$ cat config.mk
export PLATFORM = sky130hd
export DESIGN_NAME = fp8_alu_arbiter
export DESIGN_NICKNAME = d
export VERILOG_FILES = /design/src/rtl/fp8_pkg.sv /design/src/rtl/fp8_alu.sv /design/src/rtl/fp8_alu_arbiter_rr_arbiter.sv /design/src/rtl/fp8_alu_arbiter.sv
export SDC_FILE = /design/constraint.sdc
export NUM_CORES = 1
export LEC_CHECK = 0
export CORE_ASPECT_RATIO = 1.1
export CORE_MARGIN = 2
export CORE_UTILIZATION = 40
export CTS_CLUSTER_DIAMETER = 60
export DETAILED_ROUTE_END_ITERATION = 12
export SLEW_MARGIN = 25
export SYNTH_ARGS = -nofsm -noshare
export SYNTH_HDL_FRONTEND = slang
export SYNTH_SLANG_ARGS = --single-unit
$ cat constraint.sdc
create_clock -name clk -period 15.7 [get_ports clk]
set_clock_uncertainty 0.15 [all_clocks]
set_input_delay 3.14 -clock clk [delete_from_list [all_inputs] [get_ports clk]]
set_output_delay 3.14 -clock clk [all_outputs]
set_load 0.05 [all_outputs]
$ cat src/rtl/fp8_pkg.sv
// ============================================================================
// Module      : fp8_pkg
// Description : Shared definitions for the FP8 ALU arbiter slice.
//               - opcodes OP_ADD..OP_NOT
//               - FP8 field widths and exponent bias
//               - flag bit indices
//               - arbiter state enum
//               - packing helper that range-checks a normalised result
//               FP8 format: {sign, exp[2:0] (bias 3), frac[3:0]}.
//               An exponent field of zero encodes zero; there are no
//               inf/NaN codes.
// Revision    : 1.0 - initial release
// ============================================================================
`default_nettype none

package fp8_pkg;

    localparam logic [2:0] OP_ADD = 3'b000;
    localparam logic [2:0] OP_SUB = 3'b001;
    localparam logic [2:0] OP_MUL = 3'b010;
    localparam logic [2:0] OP_DIV = 3'b011;
    localparam logic [2:0] OP_AND = 3'b100;
    localparam logic [2:0] OP_OR  = 3'b101;
    localparam logic [2:0] OP_XOR = 3'b110;
    localparam logic [2:0] OP_NOT = 3'b111;

    localparam int EXP_W    = 3;
    localparam int FRAC_W   = 4;
    localparam int EXP_BIAS = 3;
    localparam int EXP_MAX  = (1 << EXP_W) - 1;

    localparam int FLG_INV = 3;
    localparam int FLG_OV  = 2;
    localparam int FLG_UF  = 1;
    localparam int FLG_Z   = 0;

    typedef enum logic [1:0] {
        ST_IDLE = 2'b00,
        ST_EXEC = 2'b01,
        ST_RESP = 2'b10
    } arb_state_e;

    typedef struct packed {
        logic       ov;
        logic       uf;
        logic [7:0] val;
    } fp8_pack_t;

    // Packs a normalised (sign, unbiased-range exponent field, fraction).
    // Exponent fields above the top code saturate to the largest
    // magnitude; fields below 1 flush to signed zero.
    function automatic fp8_pack_t fp8_pack(input logic       sign,
                                           input int         exp_fld,
                                           input logic [3:0] frac);
        fp8_pack_t r;
        r = '{ov: 1'b0, uf: 1'b0, val: 8'h00};
        if (exp_fld > EXP_MAX) begin
            r.ov  = 1'b1;
            r.val = {sign, 7'h7F};
        end else if (exp_fld < 1) begin
            r.uf  = 1'b1;
            r.val = {sign, 7'h00};
        end else begin
            r.val = {sign, exp_fld[2:0], frac};
        end
        return r;
    endfunction

endpackage

`default_nettype wire

$ cat src/rtl/fp8_alu.sv
// ============================================================================
// Module      : fp8_alu
// Description : Combinational FP8 arithmetic / logic unit.
//               Arithmetic results are truncated (round toward zero).
// Ports       : a_i, b_i   - FP8 operands
//               op_i       - opcode (see fp8_pkg)
//               result_o   - 8-bit result
//               flags_o    - {invalid_op, overflow, underflow, zero}
// Revision    : 1.0 - initial release
// ============================================================================
`default_nettype none

module fp8_alu
    import fp8_pkg::*;
(
    input  logic [7:0] a_i,
    input  logic [7:0] b_i,
    input  logic [2:0] op_i,
    output logic [7:0] result_o,
    output logic [3:0] flags_o
);

    logic       sign_a, sign_b, sign_b_eff, sign_p;
    logic [2:0] exp_a, exp_b;
    logic [4:0] man_a, man_b;
    logic       zero_a, zero_b;

    assign sign_a     = a_i[7];
    assign sign_b     = b_i[7];
    assign exp_a      = a_i[6:4];
    assign exp_b      = b_i[6:4];
    assign man_a      = {1'b1, a_i[3:0]};
    assign man_b      = {1'b1, b_i[3:0]};
    assign zero_a     = (exp_a == 3'd0);
    assign zero_b     = (exp_b == 3'd0);
    assign sign_b_eff = sign_b ^ (op_i == OP_SUB);
    assign sign_p     = sign_a ^ sign_b;

    // Add/sub: order by magnitude so the difference is never negative,
    // and keep three guard bits so subtraction borrows land correctly.
    logic       a_ge_b, same_sign, sign_l;
    logic [2:0] exp_l, exp_s;
    logic [7:0] ext_l, ext_s, diff, norm;
    logic [8:0] sum;
    int         msb;

    assign a_ge_b    = (a_i[6:0] >= b_i[6:0]);
    assign same_sign = (sign_a == sign_b_eff);
    assign sign_l    = a_ge_b ? sign_a : sign_b_eff;
    assign exp_l     = a_ge_b ? exp_a : exp_b;
    assign exp_s     = a_ge_b ? exp_b : exp_a;
    assign ext_l     = {(a_ge_b ? man_a : man_b), 3'b000};
    assign ext_s     = {(a_ge_b ? man_b : man_a), 3'b000} >> (exp_l - exp_s);
    assign sum       = {1'b0, ext_l} + {1'b0, ext_s};
    assign diff      = ext_l - ext_s;

    always_comb begin
        msb = 0;
        for (int i = 0; i < 8; i++) begin
            if (diff[i]) msb = i;
        end
    end

    assign norm = diff << (7 - msb);

    // Mul/div on 5-bit significands (implicit one restored).
    logic [9:0] prod;
    logic [5:0] quot;

    assign prod = {5'b00000, man_a} * {5'b00000, man_b};
    assign quot = 6'({man_a, 5'b00000} / {5'b00000, man_b});

    fp8_pack_t pk;
    logic      inv;
    logic      is_arith;

    always_comb begin
        pk       = '{ov: 1'b0, uf: 1'b0, val: 8'h00};
        inv      = 1'b0;
        is_arith = 1'b1;
        case (op_i)
            OP_ADD, OP_SUB: begin
                if (zero_a && zero_b)      pk.val = 8'h00;
                else if (zero_a)           pk.val = {sign_b_eff, b_i[6:0]};
                else if (zero_b)           pk.val = a_i;
                else if (same_sign) begin
                    if (sum[8]) pk = fp8_pack(sign_l, int'(exp_l) + 1, sum[7:4]);
                    else        pk = fp8_pack(sign_l, int'(exp_l), sum[6:3]);
                end
                else if (diff == 8'h00)    pk.val = 8'h00;
                else pk = fp8_pack(sign_l, int'(exp_l) - (7 - msb), norm[6:3]);
            end
            OP_MUL: begin
                if (zero_a || zero_b) pk.val = {sign_p, 7'h00};
                else if (prod[9])
                    pk = fp8_pack(sign_p, int'(exp_a) + int'(exp_b) - EXP_BIAS + 1, prod[8:5]);
                else
                    pk = fp8_pack(sign_p, int'(exp_a) + int'(exp_b) - EXP_BIAS, prod[7:4]);
            end
            OP_DIV: begin
                if (zero_b) begin
                    inv    = 1'b1;
                    pk.val = {sign_p, 7'h7F};
                end
                else if (zero_a) pk.val = {sign_p, 7'h00};
                else if (quot[5])
                    pk = fp8_pack(sign_p, int'(exp_a) - int'(exp_b) + EXP_BIAS, quot[4:1]);
                else
                    pk = fp8_pack(sign_p, int'(exp_a) - int'(exp_b) + EXP_BIAS - 1, quot[3:0]);
            end
            OP_AND: begin is_arith = 1'b0; pk.val = a_i & b_i; end
            OP_OR:  begin is_arith = 1'b0; pk.val = a_i | b_i; end
            OP_XOR: begin is_arith = 1'b0; pk.val = a_i ^ b_i; end
            default: begin is_arith = 1'b0; pk.val = ~a_i; end
        endcase
    end

    assign result_o         = pk.val;
    assign flags_o[FLG_INV] = inv;
    assign flags_o[FLG_OV]  = pk.ov;
    assign flags_o[FLG_UF]  = pk.uf;
    // Arithmetic zero ignores the sign bit; logical zero needs all bits clear.
    assign flags_o[FLG_Z]   = is_arith ? (pk.val[6:0] == 7'h00) : (pk.val == 8'h00);

    // Truncated guard bits and the redundant leading one are dropped.
    logic unused_bits;
    assign unused_bits = ^{sum[2:0], norm[7], norm[2:0], prod[3:0]};

endmodule

`default_nettype wire

$ cat src/rtl/fp8_alu_arbiter_rr_arbiter.sv
// ============================================================================
// Module      : rr_arbiter
// Description : Combinational round-robin arbiter. The search starts one
//               past the last grant and wraps; the first active request wins.
// Ports       : req_i        - request vector
//               last_grant_i - index granted most recently
//               grant_o      - one-hot grant (zero when no request)
//               grant_idx_o  - encoded winner index
//               grant_vld_o  - at least one request was seen
// Revision    : 1.0 - initial release
// ============================================================================
`default_nettype none

module rr_arbiter #(
    parameter int NUM_REQ = 4,
    parameter int ID_W    = $clog2(NUM_REQ)
) (
    input  logic [NUM_REQ-1:0] req_i,
    input  logic [ID_W-1:0]    last_grant_i,
    output logic [NUM_REQ-1:0] grant_o,
    output logic [ID_W-1:0]    grant_idx_o,
    output logic               grant_vld_o
);

    int              cand;
    logic [ID_W-1:0] cidx;

    always_comb begin
        grant_o     = '0;
        grant_idx_o = '0;
        grant_vld_o = 1'b0;
        cand        = 0;
        cidx        = '0;
        for (int k = 1; k <= NUM_REQ; k++) begin
            if (!grant_vld_o) begin
                cand = (int'(last_grant_i) + k) % NUM_REQ;
                cidx = ID_W'(cand);
                if (req_i[cidx]) begin
                    grant_vld_o   = 1'b1;
                    grant_o[cidx] = 1'b1;
                    grant_idx_o   = cidx;
                end
            end
        end
    end

endmodule

`default_nettype wire

$ cat src/rtl/fp8_alu_arbiter.sv
// ============================================================================
// Module      : fp8_alu_arbiter
// Description : Shares one fp8_alu among NUM_REQ requesters using
//               round-robin arbitration. Each operation runs through
//               IDLE -> EXEC -> RESP.
//               Optional feature macro FP8_ARB_STICKY_FLAGS_EN adds
//               sticky_clr / sticky_flags accumulation.
// Ports       : clk, rst_n           - clock, async active-low reset
//               req_valid/req_ready  - per-requester handshake
//               req_a/req_b/req_op   - packed per-requester operands
//               rsp_*                - response channel with backpressure
//               busy                 - high whenever not IDLE
//               sticky_clr, sticky_flags (feature macro only)
// Revision    : 1.0 - initial release
// ============================================================================
`default_nettype none

module fp8_alu_arbiter
    import fp8_pkg::*;
#(
    parameter int NUM_REQ = 4,
    parameter int ID_W    = $clog2(NUM_REQ)
) (
    input  logic                 clk,
    input  logic                 rst_n,
    input  logic [NUM_REQ-1:0]   req_valid,
    output logic [NUM_REQ-1:0]   req_ready,
    input  logic [8*NUM_REQ-1:0] req_a,
    input  logic [8*NUM_REQ-1:0] req_b,
    input  logic [3*NUM_REQ-1:0] req_op,
    output logic                 rsp_valid,
    input  logic                 rsp_ready,
    output logic [ID_W-1:0]      rsp_id,
    output logic [7:0]           rsp_result,
    output logic [3:0]           rsp_flags,
    output logic                 busy
`ifdef FP8_ARB_STICKY_FLAGS_EN
    ,
    input  logic                 sticky_clr,
    output logic [3:0]           sticky_flags
`endif
);

    // Unpack per-requester operand slices.
    logic [7:0] a_arr  [NUM_REQ];
    logic [7:0] b_arr  [NUM_REQ];
    logic [2:0] op_arr [NUM_REQ];

    for (genvar g = 0; g < NUM_REQ; g++) begin : g_unpack
        assign a_arr[g]  = req_a[8*g +: 8];
        assign b_arr[g]  = req_b[8*g +: 8];
        assign op_arr[g] = req_op[3*g +: 3];
    end

    arb_state_e      state_q;
    logic [ID_W-1:0] last_grant_q;
    logic [7:0]      iss_a_q, iss_b_q;
    logic [2:0]      iss_op_q;
    logic [ID_W-1:0] iss_id_q;
    logic            rsp_valid_q;
    logic [ID_W-1:0] rsp_id_q;
    logic [7:0]      rsp_result_q;
    logic [3:0]      rsp_flags_q;
    logic            busy_q;

    logic [NUM_REQ-1:0] grant;
    logic [ID_W-1:0]    grant_idx;
    logic               grant_vld;
    logic [7:0]         alu_result;
    logic [3:0]         alu_flags;
    logic               rsp_hs;

    rr_arbiter #(
        .NUM_REQ (NUM_REQ),
        .ID_W    (ID_W)
    ) u_rr_arbiter (
        .req_i        (req_valid),
        .last_grant_i (last_grant_q),
        .grant_o      (grant),
        .grant_idx_o  (grant_idx),
        .grant_vld_o  (grant_vld)
    );

    fp8_alu u_fp8_alu (
        .a_i      (iss_a_q),
        .b_i      (iss_b_q),
        .op_i     (iss_op_q),
        .result_o (alu_result),
        .flags_o  (alu_flags)
    );

    // Gated by rst_n so no accept is signalled while reset is held.
    assign req_ready = (rst_n && (state_q == ST_IDLE)) ? grant : '0;
    assign rsp_hs    = rsp_valid_q & rsp_ready;

    always_ff @(posedge clk or negedge rst_n) begin
        if (!rst_n) begin
            state_q      <= ST_IDLE;
            last_grant_q <= ID_W'(NUM_REQ - 1);
            iss_a_q      <= 8'h00;
            iss_b_q      <= 8'h00;
            iss_op_q     <= 3'b000;
            iss_id_q     <= '0;
            rsp_valid_q  <= 1'b0;
            rsp_id_q     <= '0;
            rsp_result_q <= 8'h00;
            rsp_flags_q  <= 4'h0;
            busy_q       <= 1'b0;
        end else begin
            case (state_q)
                ST_IDLE: begin
                    if (grant_vld) begin
                        iss_a_q  <= a_arr[grant_idx];
                        iss_b_q  <= b_arr[grant_idx];
                        iss_op_q <= op_arr[grant_idx];
                        iss_id_q <= grant_idx;
                        busy_q   <= 1'b1;
                        state_q  <= ST_EXEC;
                    end
                end
                ST_EXEC: begin
                    rsp_result_q <= alu_result;
                    rsp_flags_q  <= alu_flags;
                    rsp_id_q     <= iss_id_q;
                    rsp_valid_q  <= 1'b1;
                    state_q      <= ST_RESP;
                end
                ST_RESP: begin
                    if (rsp_ready) begin
                        rsp_valid_q  <= 1'b0;
                        last_grant_q <= rsp_id_q;
                        busy_q       <= 1'b0;
                        state_q      <= ST_IDLE;
                    end
                end
                default: begin
                    rsp_valid_q <= 1'b0;
                    busy_q      <= 1'b0;
                    state_q     <= ST_IDLE;
                end
            endcase
        end
    end

    assign rsp_valid  = rsp_valid_q;
    assign rsp_id     = rsp_id_q;
    assign rsp_result = rsp_result_q;
    assign rsp_flags  = rsp_flags_q;
    assign busy       = busy_q;

`ifdef FP8_ARB_STICKY_FLAGS_EN
    logic [3:0] sticky_q;

    // A clear coinciding with a handshake keeps only the new flags.
    always_ff @(posedge clk or negedge rst_n) begin
        if (!rst_n) begin
            sticky_q <= 4'h0;
        end else if (rsp_hs) begin
            sticky_q <= sticky_clr ? rsp_flags_q : (sticky_q | rsp_flags_q);
        end else if (sticky_clr) begin
            sticky_q <= 4'h0;
        end
    end

    assign sticky_flags = sticky_q;
`else
    logic unused_hs;
    assign unused_hs = rsp_hs;
`endif

endmodule

`default_nettype wire

==> results of run 1 <==
-- flip-flops by register name (all words and copies together) (netlist names) --
signal,count
busy,1
iss_a_q,8
iss_b_q,8
iss_id_q,2
iss_op_q,3
last_grant_q,2
rsp_flags,4
rsp_id,2
rsp_result,8
rsp_valid,1
state_q,2
-- stage by stage --
stage | hold slack (ps) | area (µm²) | setup slack [ps] | utilization (%)
after global placement | 309 | 9560 | 3900 | 46.6
after global routing | 343 | 9740 | 2380 | 47.5
final | 328 | 9740 | 3510 | 47.5
after detailed placement | 320 | 9560 | 3590 | 46.6
after CTS | 334 | 9740 | 3590 | 47.5
after floorplan | 296 | 8360 | 5160 | -
-- logic make-up after synthesis --
kind of cell / synth area share, %
AND/OR/NAND/NOR: 22.4
buffers and inverters: 5.64
adder cells (fa/ha/maj): 16.2
multiplexers: 8.86
flip-flops: 12.3
XOR/XNOR: 3.91
AO/OA/AOI/OAI: 30.7
-- routing by layer --
metal	routed length (µm)	part of all wire [%]	global-route usage, %
met4	300	1.1	3.38
met2	13000	48	41.9
met5	0	0	0
met3	1280	4.8	3.22
met1	12300	46	32.2
-- worst max-delay path by stage --
stage | endpoint | start | depth (start not counted) | slack (ps)
after floorplan | rsp_result[0] | iss_b_q[0] | 53 | 5160
after global placement | rsp_result[0] | iss_b_q[0] | 50 | 3900
after detailed placement | rsp_result[0] | iss_b_q[0] | 50 | 3590
after CTS | rsp_result[0] | iss_b_q[0] | 50 | 3590
after global routing | rsp_result[0] | iss_b_q[0] | 50 | 2380
final | rsp_result[0] | iss_b_q[0] | 50 | 3510
-- final cells by class --
type,count,area share [%]
clock inverter,3,0.475
clock buffer,5,1.28
inverter,69,2.66
sequential,41,10.6
timing repair buffer,109,11.0
multi-input combinational,958,70.7
tap,256,3.29
-- critical path: cells and delay by family, from the launching register on --
family,cells,cell delay (ps)
fa+ha+maj,6,2200
buf+inv,4,790
compound gates,25,5580
flops,1,760
mux,2,370
simple gates,13,2190
-- cell usage in the layout, fill, tap and decap left out, types with 7 or more instances in the layout --
| cell | count |
|---|---|
| nor2b_1 | 15 |
| a21o_1 | 11 |
| nand2_1 | 122 |
| nand4_1 | 7 |
| mux2i_1 | 29 |
| fa_1 | 14 |
| a31oi_1 | 18 |
| and2_1 | 14 |
| mux2_2 | 34 |
| nand3_1 | 19 |
| a211o_1 | 7 |
| a21oi_1 | 66 |
| clkdlybuf4s50_1 | 101 |
| ha_1 | 86 |
| and3_1 | 11 |
| dfrtp_1 | 39 |
| xnor2_1 | 21 |
| nand2b_1 | 19 |
| a22oi_1 | 12 |
| o21ai_0 | 98 |
| nor3_1 | 27 |
| or2_2 | 11 |
| a221oi_1 | 7 |
| xor2_1 | 11 |
| buf_4 | 8 |
| nor2_1 | 99 |
| or3_1 | 9 |
| a211oi_1 | 14 |
| o211ai_1 | 31 |
| inv_1 | 66 |
==> reports/results.tsv, run 1 <==
stage	metric	value	unit
critical_path	Worst setup SP type	flop	
critical_path	critical path class	reg -> reg	
routing	DRC	0	
clock_network	clock latency at the later pin of the worst-skew pair	290	ps
timing	fmax	0.0820	GHz
synthesis	Synth Register Bits	41	
grt	vias in the first global route	8113	
min_path	Min-Delay Path Depth	2	
place	Post-Place Cells	1433	
die	IO Count	103	
timing	endpoints failing setup	0	
critical_path	CP arrival	12220	ps
clock_network	H-tree Lvls	2	
synthesis	Post-Synthesis Cells	1119	
critical_path	RR Endpoint	rsp_result[0]	
critical_path	Critical R2R Launch	iss_b_q[0]	
routing	Initial DRC Count	593	
critical_path	R2R cell count	50	
critical_path	Reg2Reg Setup Slack	3510	ps
clock_network	CTS Buf Count	5	
timing	setup TNS	0	ps
die	Initial Util	40.8	%
synthesis	register area share after synthesis	12.3	%
layout	ANT cells	0	
layout	Fillers	2123	
synthesis	Post-Syn Area	8360	µm²
grt	initial antenna violation count	0	
min_path	hold endpoint	iss_id_q[1]	
grt	largest net degree at the start of global routing	43	
clock_network	Post-CTS Setup Inserts	0	
routing	vias	8571	
synthesis	ys async rst share	100	%
die	core area	20500	µm²
synthesis	syn nets	1302	
routing	iteration count of the initial detailed-routing pass	6	
synthesis	Synth area leader	ha_1	
min_path	Min-Delay Path Class	reg -> reg	
grt	grt ovf	0	
clock_network	clk buf depth	2	
synthesis	Ys Warns	0	
grt	GRT Util Overall	23.9	%
timing	Worst Tran Pin Value	960	ps
timing	Final Hold Viols	0	
grt	first-pass GRT wire length	43200	µm
layout	Final nets	1367	
routing	final WL	26800	µm
place	GP Congestion	0.898	
outcome	status	finished, final reports clean	
critical_path	CP max stage cell	dfrtp_1	
clock_network	CTS tree	built	
layout	fraction of layout cells with a size suffix above 1	7.59	%
clock_network	Reg clk slew, reported paths	70	ps
layout	post-route insts no fill	1441	
place	Final HPWL DP	21100	µm
synthesis	top cells by area, synth	ha_1, dfrtp_1, o21ai_0	
synthesis	EDFF count, synth	0	
critical_path	Most Frequent Cell on Critical Path	o21ai_0	
timing	RSZ-0062 raised after global routing	no	
routing	DR WL/cell	18.6	µm
synthesis	top-count cell post-synth	nand2_1	
synthesis	most frequent cells after synthesis	nand2_1, nor2_1, o21ai_0	
timing	final worst path period share	77.7	%
synthesis	post-synthesis cell type count	96	
routing	DRT antenna net count	0	
clock_network	CTS root buffer	clkbuf_16	
clock_network	CTS Sinks	41	
synthesis	Mean Syn Cell Area	7.47	µm²
clock_network	Resized cells post-CTS	0	
flow_run	max-cap violations	0	
die	die width	142	µm
die	Die Ht	156	µm
critical_path	worst-path maximum fanout	17	
layout	multi-input logic area	6890	µm²
synthesis	Synth top area share	12.9	%
place	port bufs	102	
timing	fin crit period	12190	ps
critical_path	Worst path max stage delay	760	ps
synthesis	Post-synth top flop	dfrtp_1	
layout	Layout area overhead	16.5	%
layout	FF/Latch Area	1030	µm²
clock_network	hold buffers post-CTS	0	
min_path	Hold Startpoint	iss_id_q[1]	
die	Die Area	22100	µm²
critical_path	critical path data required time	15720	ps
die	Placement Rows	55	
critical_path	Crit. End Element	flop	
routing	Vias/cell	5.95	
timing	Rel. slew slack	35.3	%
timing	Max Transition Viols Final	0	
Power of run 1 is left out: the tool's default activity adds up to more than one toggle a clock period on the data nets, which glitch-free logic cannot reach.
==> run 2: changes to the inputs <==
- clock period: 15.7 -> 9.81 ns (I/O delays scaled with it)
==> run 2 against run 1 <==
Maximum frequency increased by 29%. Setup slack got worse by 3100 ps. Core utilization increased by 2.7 points. Sequential cell count unchanged. Sequential share of layout area decreased by 0.55 points. Critical endpoint is now rsp_flags[0]. Largest cell class unchanged.
==> reports/results.tsv, run 2 (same netlist as run 1, synthesis figures left out) <==
stage	metric	value	unit	change
outcome	status	finished, final reports clean		
timing	fin crit period	9440	ps	-2750 ps
critical_path	Most Frequent Cell on Critical Path	ha_1		
timing	Worst Tran Pin Value	1050	ps	+91.8 ps
critical_path	Reg2Reg Setup Slack	370	ps	-3140 ps
layout	commonest non-fill, non-tap cell in the layout	nand2_1		
grt	initial antenna violation count	0		unchanged
routing	Initial DRC Count	644		+8.6%
timing	final worst path period share	96.3	%	+19 points
critical_path	RR Endpoint	rsp_flags[0]		
layout	most frequent cells in the layout	nand2_1, clkdlybuf4s50_1, nor2_1		
clock_network	clock latency at the later pin of the worst-skew pair	290	ps	about the same
die	Die Area	22100	µm²	unchanged
grt	first-pass GRT wire length	44100	µm	+2.1%
clock_network	CTS tree	built		
critical_path	Worst path max stage delay	420	ps	-340 ps
layout	post-route insts no fill	1485		+3.1%
timing	fmax	0.106	GHz	+29%
place	GP Congestion	0.924		+3.0%
timing	Rel. slew slack	29.7	%	-5.6 points
grt	GRT Util Overall	24.7	%	+0.80 points
die	core area	20500	µm²	unchanged
grt	vias in the first global route	8453		+4.2%
timing	Final Hold Viols	0		unchanged
critical_path	crit path from	iss_a_q[1]		
clock_network	Reg clk slew, reported paths	60	ps	about the same
die	Initial Util	40.8	%	unchanged
die	die width	142	µm	unchanged
clock_network	clk buf depth	2		unchanged
routing	iteration count of the initial detailed-routing pass	6		unchanged
routing	DR WL/cell	19.1	µm	+2.5%
critical_path	worst-path maximum fanout	6		-11
layout	fraction of layout cells with a size suffix above 1	13.9	%	+6.3 points
timing	final hold slack	331	ps	+2.27 ps
routing	final WL	28300	µm	+5.6%
place	port bufs	102		unchanged
die	Die Ht	156	µm	unchanged
critical_path	Crit. End Element	flop		
clock_network	hold buffers post-CTS	0		unchanged
clock_network	CTS root buffer	clkbuf_16		
critical_path	Worst setup SP type	flop		
routing	Vias/cell	6.05		+1.7%
critical_path	CP max stage cell	dfrtp_1		
layout	Final nets	1411		+3.2%
grt	largest net degree at the start of global routing	43		unchanged
critical_path	capture point of the worst path	rsp_flags[0]		
routing	vias	8979		+4.8%
min_path	Min-Delay Path Depth	2		unchanged
routing	DRC	0		unchanged
min_path	Min-Delay Path Class	reg -> reg		
critical_path	R2R cell count	51		+2.0%
critical_path	CP arrival	9480	ps	-2740 ps
place	Post-Place Cells	1469		+2.5%
place	Final HPWL DP	22100	µm	+4.9%
clock_network	H-tree Lvls	2		unchanged
critical_path	Critical R2R Launch	iss_a_q[1]		
layout	Layout area overhead	23.0	%	
routing	DRT antenna net count	0		unchanged
die	Placement Rows	55		unchanged
critical_path	critical path data required time	9850	ps	-5870 ps
timing	endpoints failing setup	0		unchanged
layout	ANT cells	0		unchanged
clock_network	CTS Buf Count	5		unchanged
flow_run	max-cap violations	0		unchanged
grt	grt ovf	0		unchanged
die	IO Count	103		unchanged
clock_network	CTS Sinks	41		unchanged
timing	Max Transition Viols Final	0		unchanged
critical_path	critical path class	reg -> reg		
run 2: cell types whose count changed in the layout (fill, tap and decap cells not counted), moves of 3 or more:
cell | before | now
buf_4 | 8 | 50
ha_1 | 86 | 77
ha_4 | 0 | 7
a21oi_1 | 66 | 61
a21oi_2 | 0 | 5
inv_1 | 66 | 62
inv_2 | 0 | 4
nand2_1 | 122 | 118
o21ai_0 | 98 | 94
nor2_1 | 99 | 96
run 2: worst min path at each step:
stage                          endpoint          start
after CTS                 rsp_result[7]  rsp_result[7]
after global placement      iss_id_q[1]    iss_id_q[1]
final                     rsp_result[5]  rsp_result[5]
after global routing      rsp_result[5]  rsp_result[5]
after floorplan             iss_id_q[0]    iss_id_q[0]
after detailed placement  rsp_result[7]  rsp_result[7]
run 2: timing repair:
action                                  4_1_cts  5_1_grt
pin swaps                                     2       10
setup buffers                                 2        6
resized for setup                             3       41
endpoints found under the setup margin        2        2
hold endpoints to repair                      0        0
run 2: critical path, delay by kind of cell (launching register included):
family	cells	cell delay [ps]
fa+ha+maj	7	1920
mux	1	100
compound gates	25	4440
flops	1	420
buf+inv	4	520
simple gates	14	1790
run 2: final cells by class:
type | count | area (µm²)
timing repair buffer | 153 | 1400
clock inverter | 2 | 37.5
clock buffer | 6 | 139
sequential | 41 | 1030
fill | 2083 | 10200
multi-input combinational | 958 | 7090
inverter | 69 | 262
tap | 256 | 320
run 2: per-layer routing:
layer / global-route usage [%] / share of wire, %
met2: 43.6 / 49
met1: 32.2 / 43
met3: 3.68 / 6.6
met4: 4.95 / 2.0
met5: 0 / 0
run 2: metrics by stage:
stage          util, %  cell area [µm²]  TNS (ps)  setup slack (ps)
3_3_place_gp      48.0             9850         0              29.2
4_1_cts           49.0            10000         0              8.78
3_5_place_dp      48.0             9850      -402              -205
2_1_floorplan        -             8380         0              49.2
5_1_grt           50.2            10300      -120             -67.5
6_report          50.2            10300         0               365
Power of run 2 is left out for the same reason.
==> run 3: changes to the inputs <==
- RECOVER_POWER: not set -> 25
==> run 3 against run 2 <==
The run now ends with max-capacitance violations, max-slew violations left. Global-route usage is the same. Critical path depth is the same. Routed wire length shrank 0.26%. Register-to-register slack lost 30 ps. Sequential cell count is the same. Count of clock-buffer cells in the layout is the same. Critical endpoint unchanged. Non-clock buffer count is the same.
==> reports/results.tsv, run 3 (same netlist as run 1, synthesis figures left out) <==
stage	metric	value	unit	change
outcome	status	finished, violations left		
outcome	failing checks	max-capacitance violations, max-slew violations		
place	GP Congestion	0.924		unchanged
critical_path	critical path class	reg -> reg		
timing	Worst Tran Pin Value	2300	ps	+1240 ps
grt	GRT Util Overall	24.7	%	unchanged
layout	Final nets	1411		unchanged
die	Placement Rows	55		unchanged
timing	fmax	0.106	GHz	-0.29%
critical_path	Most Frequent Cell on Critical Path	ha_1		
grt	vias in the first global route	8453		unchanged
layout	post-route insts no fill	1485		unchanged
layout	commonest non-fill, non-tap cell in the layout	nand2_1		
grt	met3 Use GR	3.68	%	unchanged
critical_path	Crit. End Element	flop		
critical_path	worst-path maximum fanout	6		unchanged
clock_network	H-tree Lvls	2		unchanged
die	die width	142	µm	unchanged
critical_path	Worst setup SP type	flop		
die	Die Ht	156	µm	unchanged
routing	Initial DRC Count	625		-3.0%
timing	setup TNS	0	ps	unchanged
clock_network	CTS Sinks	41		unchanged
critical_path	CP max stage cell	dfrtp_1		
timing	fin crit period	9470	ps	+27.1 ps
layout	Layout area overhead	22.9	%	about the same
place	Final HPWL DP	22100	µm	unchanged
routing	final WL	28300	µm	-0.26%
die	Die Area	22100	µm²	unchanged
min_path	Min-Delay Path Class	reg -> reg		
clock_network	Reg clk slew, reported paths	60	ps	about the same
grt	first-pass GRT wire length	44100	µm	unchanged
timing	Final Hold Viols	0		unchanged
routing	Vias/cell	6.08		+0.57%
routing	DR WL/cell	19.0	µm	-0.26%
clock_network	clk buf depth	2		unchanged
place	Place WS	-205	ps	unchanged
critical_path	crit path buf inv count	4		unchanged
timing	final worst path period share	96.6	%	+0.28 points
grt	met2 Use GR	43.6	%	unchanged
routing	DRT antenna net count	0		unchanged
grt	initial antenna violation count	0		unchanged
timing	Rel. slew slack	-53.1	%	-83 points
critical_path	Worst path max stage delay	420	ps	about the same
place	port bufs	102		unchanged
routing	iteration count of the initial detailed-routing pass	5		-1
layout	ANT cells	0		unchanged
die	Initial Util	40.8	%	unchanged
grt	largest net degree at the start of global routing	43		unchanged
place	Post-Place Cells	1469		unchanged
timing	Setup WS post-layout	338	ps	-27.1 ps
layout	most frequent cells in the layout	nand2_1, clkdlybuf4s50_1, nor2_1		
routing	vias	9030		+0.57%
clock_network	CTS root buffer	clkbuf_16		
critical_path	critical path data required time	9850	ps	about the same
clock_network	hold buffers post-CTS	0		unchanged
die	core area	20500	µm²	unchanged
critical_path	CP arrival	9510	ps	+30 ps
timing	Max Transition Viols Final	43		+43
layout	fraction of layout cells with a size suffix above 1	13.8	%	-0.16 points
timing	endpoints failing setup	0		unchanged
routing	DRC	0		unchanged
grt	met1 usage	32.2	%	unchanged
grt	busiest grt layer	met2		
layout	Final Cell Area	10300	µm²	about the same
die	IO Count	103		unchanged
clock_network	CTS tree	built		
grt	grt ovf	0		unchanged
place	Area after DPL	9850	µm²	unchanged
critical_path	crit-path leading delay family	compound AO/OA/AOI/OAI gates		
clock_network	clock latency at the later pin of the worst-skew pair	290	ps	about the same
flow_run	max-cap violations	1		+1
clock_network	CTS Buf Count	5		unchanged
==> run 3: repair_timing <==
item | 4_1_cts | 5_1_grt
gates resized for setup | 3 | 41
pin swaps | 2 | 10
endpoints found under the setup margin | 2 | 2
buffers inserted | 2 | 6
==> run 3: metal layers <==
metal | part of all wire (%) | up-vias | routed length (µm)
li1 | - | 4357 | -
met1 | 43 | 4334 | 12200
met2 | 49 | 282 | 13700
met3 | 6.2 | 57 | 1760
met4 | 2.1 | 0 | 604
met5 | 0 | - | 0
==> run 3: path summary, 6_finish.rpt <==
| check | from | endpoint | slack, ps | depth (start not counted) |
|---|---|---|---|---|
| max reg2reg | iss_a_q[1] | rsp_flags[0] | 340 | 51 |
| max | iss_a_q[1] | rsp_flags[0] | 340 | 51 |
| min | rsp_result[7] | rsp_result[7] | 330 | 1 |
| max in group asynchronous | rst_n | iss_b_q[0] | 5720 | 2 |
| min reg2reg | rsp_result[7] | rsp_result[7] | 330 | 1 |
| min in group asynchronous | rst_n | iss_id_q[0] | 2300 | 2 |
==> run 3: final cells by class <==
type                       instances  area (µm²)
clock inverter                     2        37.5
clock buffer                       6         139
inverter                          69         262
multi-input combinational        958        7090
tap                              256         320
timing repair buffer             153        1400
fill                            2085       10200
sequential                        41        1030
==> run 3: stage by stage <==
stage               hold slack, ps  util (%)
global placement               311      48.0
CTS                            336      49.0
global route                   350      50.1
finish                         331      50.1
floorplan                      296         -
detailed placement             323      48.0
==> run 3: worst reg2reg max path: cells and delay by family (launching register included) <==
kind / cells / cell delay (ps)
buf+inv: 4 / 520
simple gates: 14 / 1810
compound gates: 25 / 4460
fa+ha+maj: 7 / 1920
mux: 1 / 100
flops: 1 / 420
Power of run 3 is left out for the same reason.
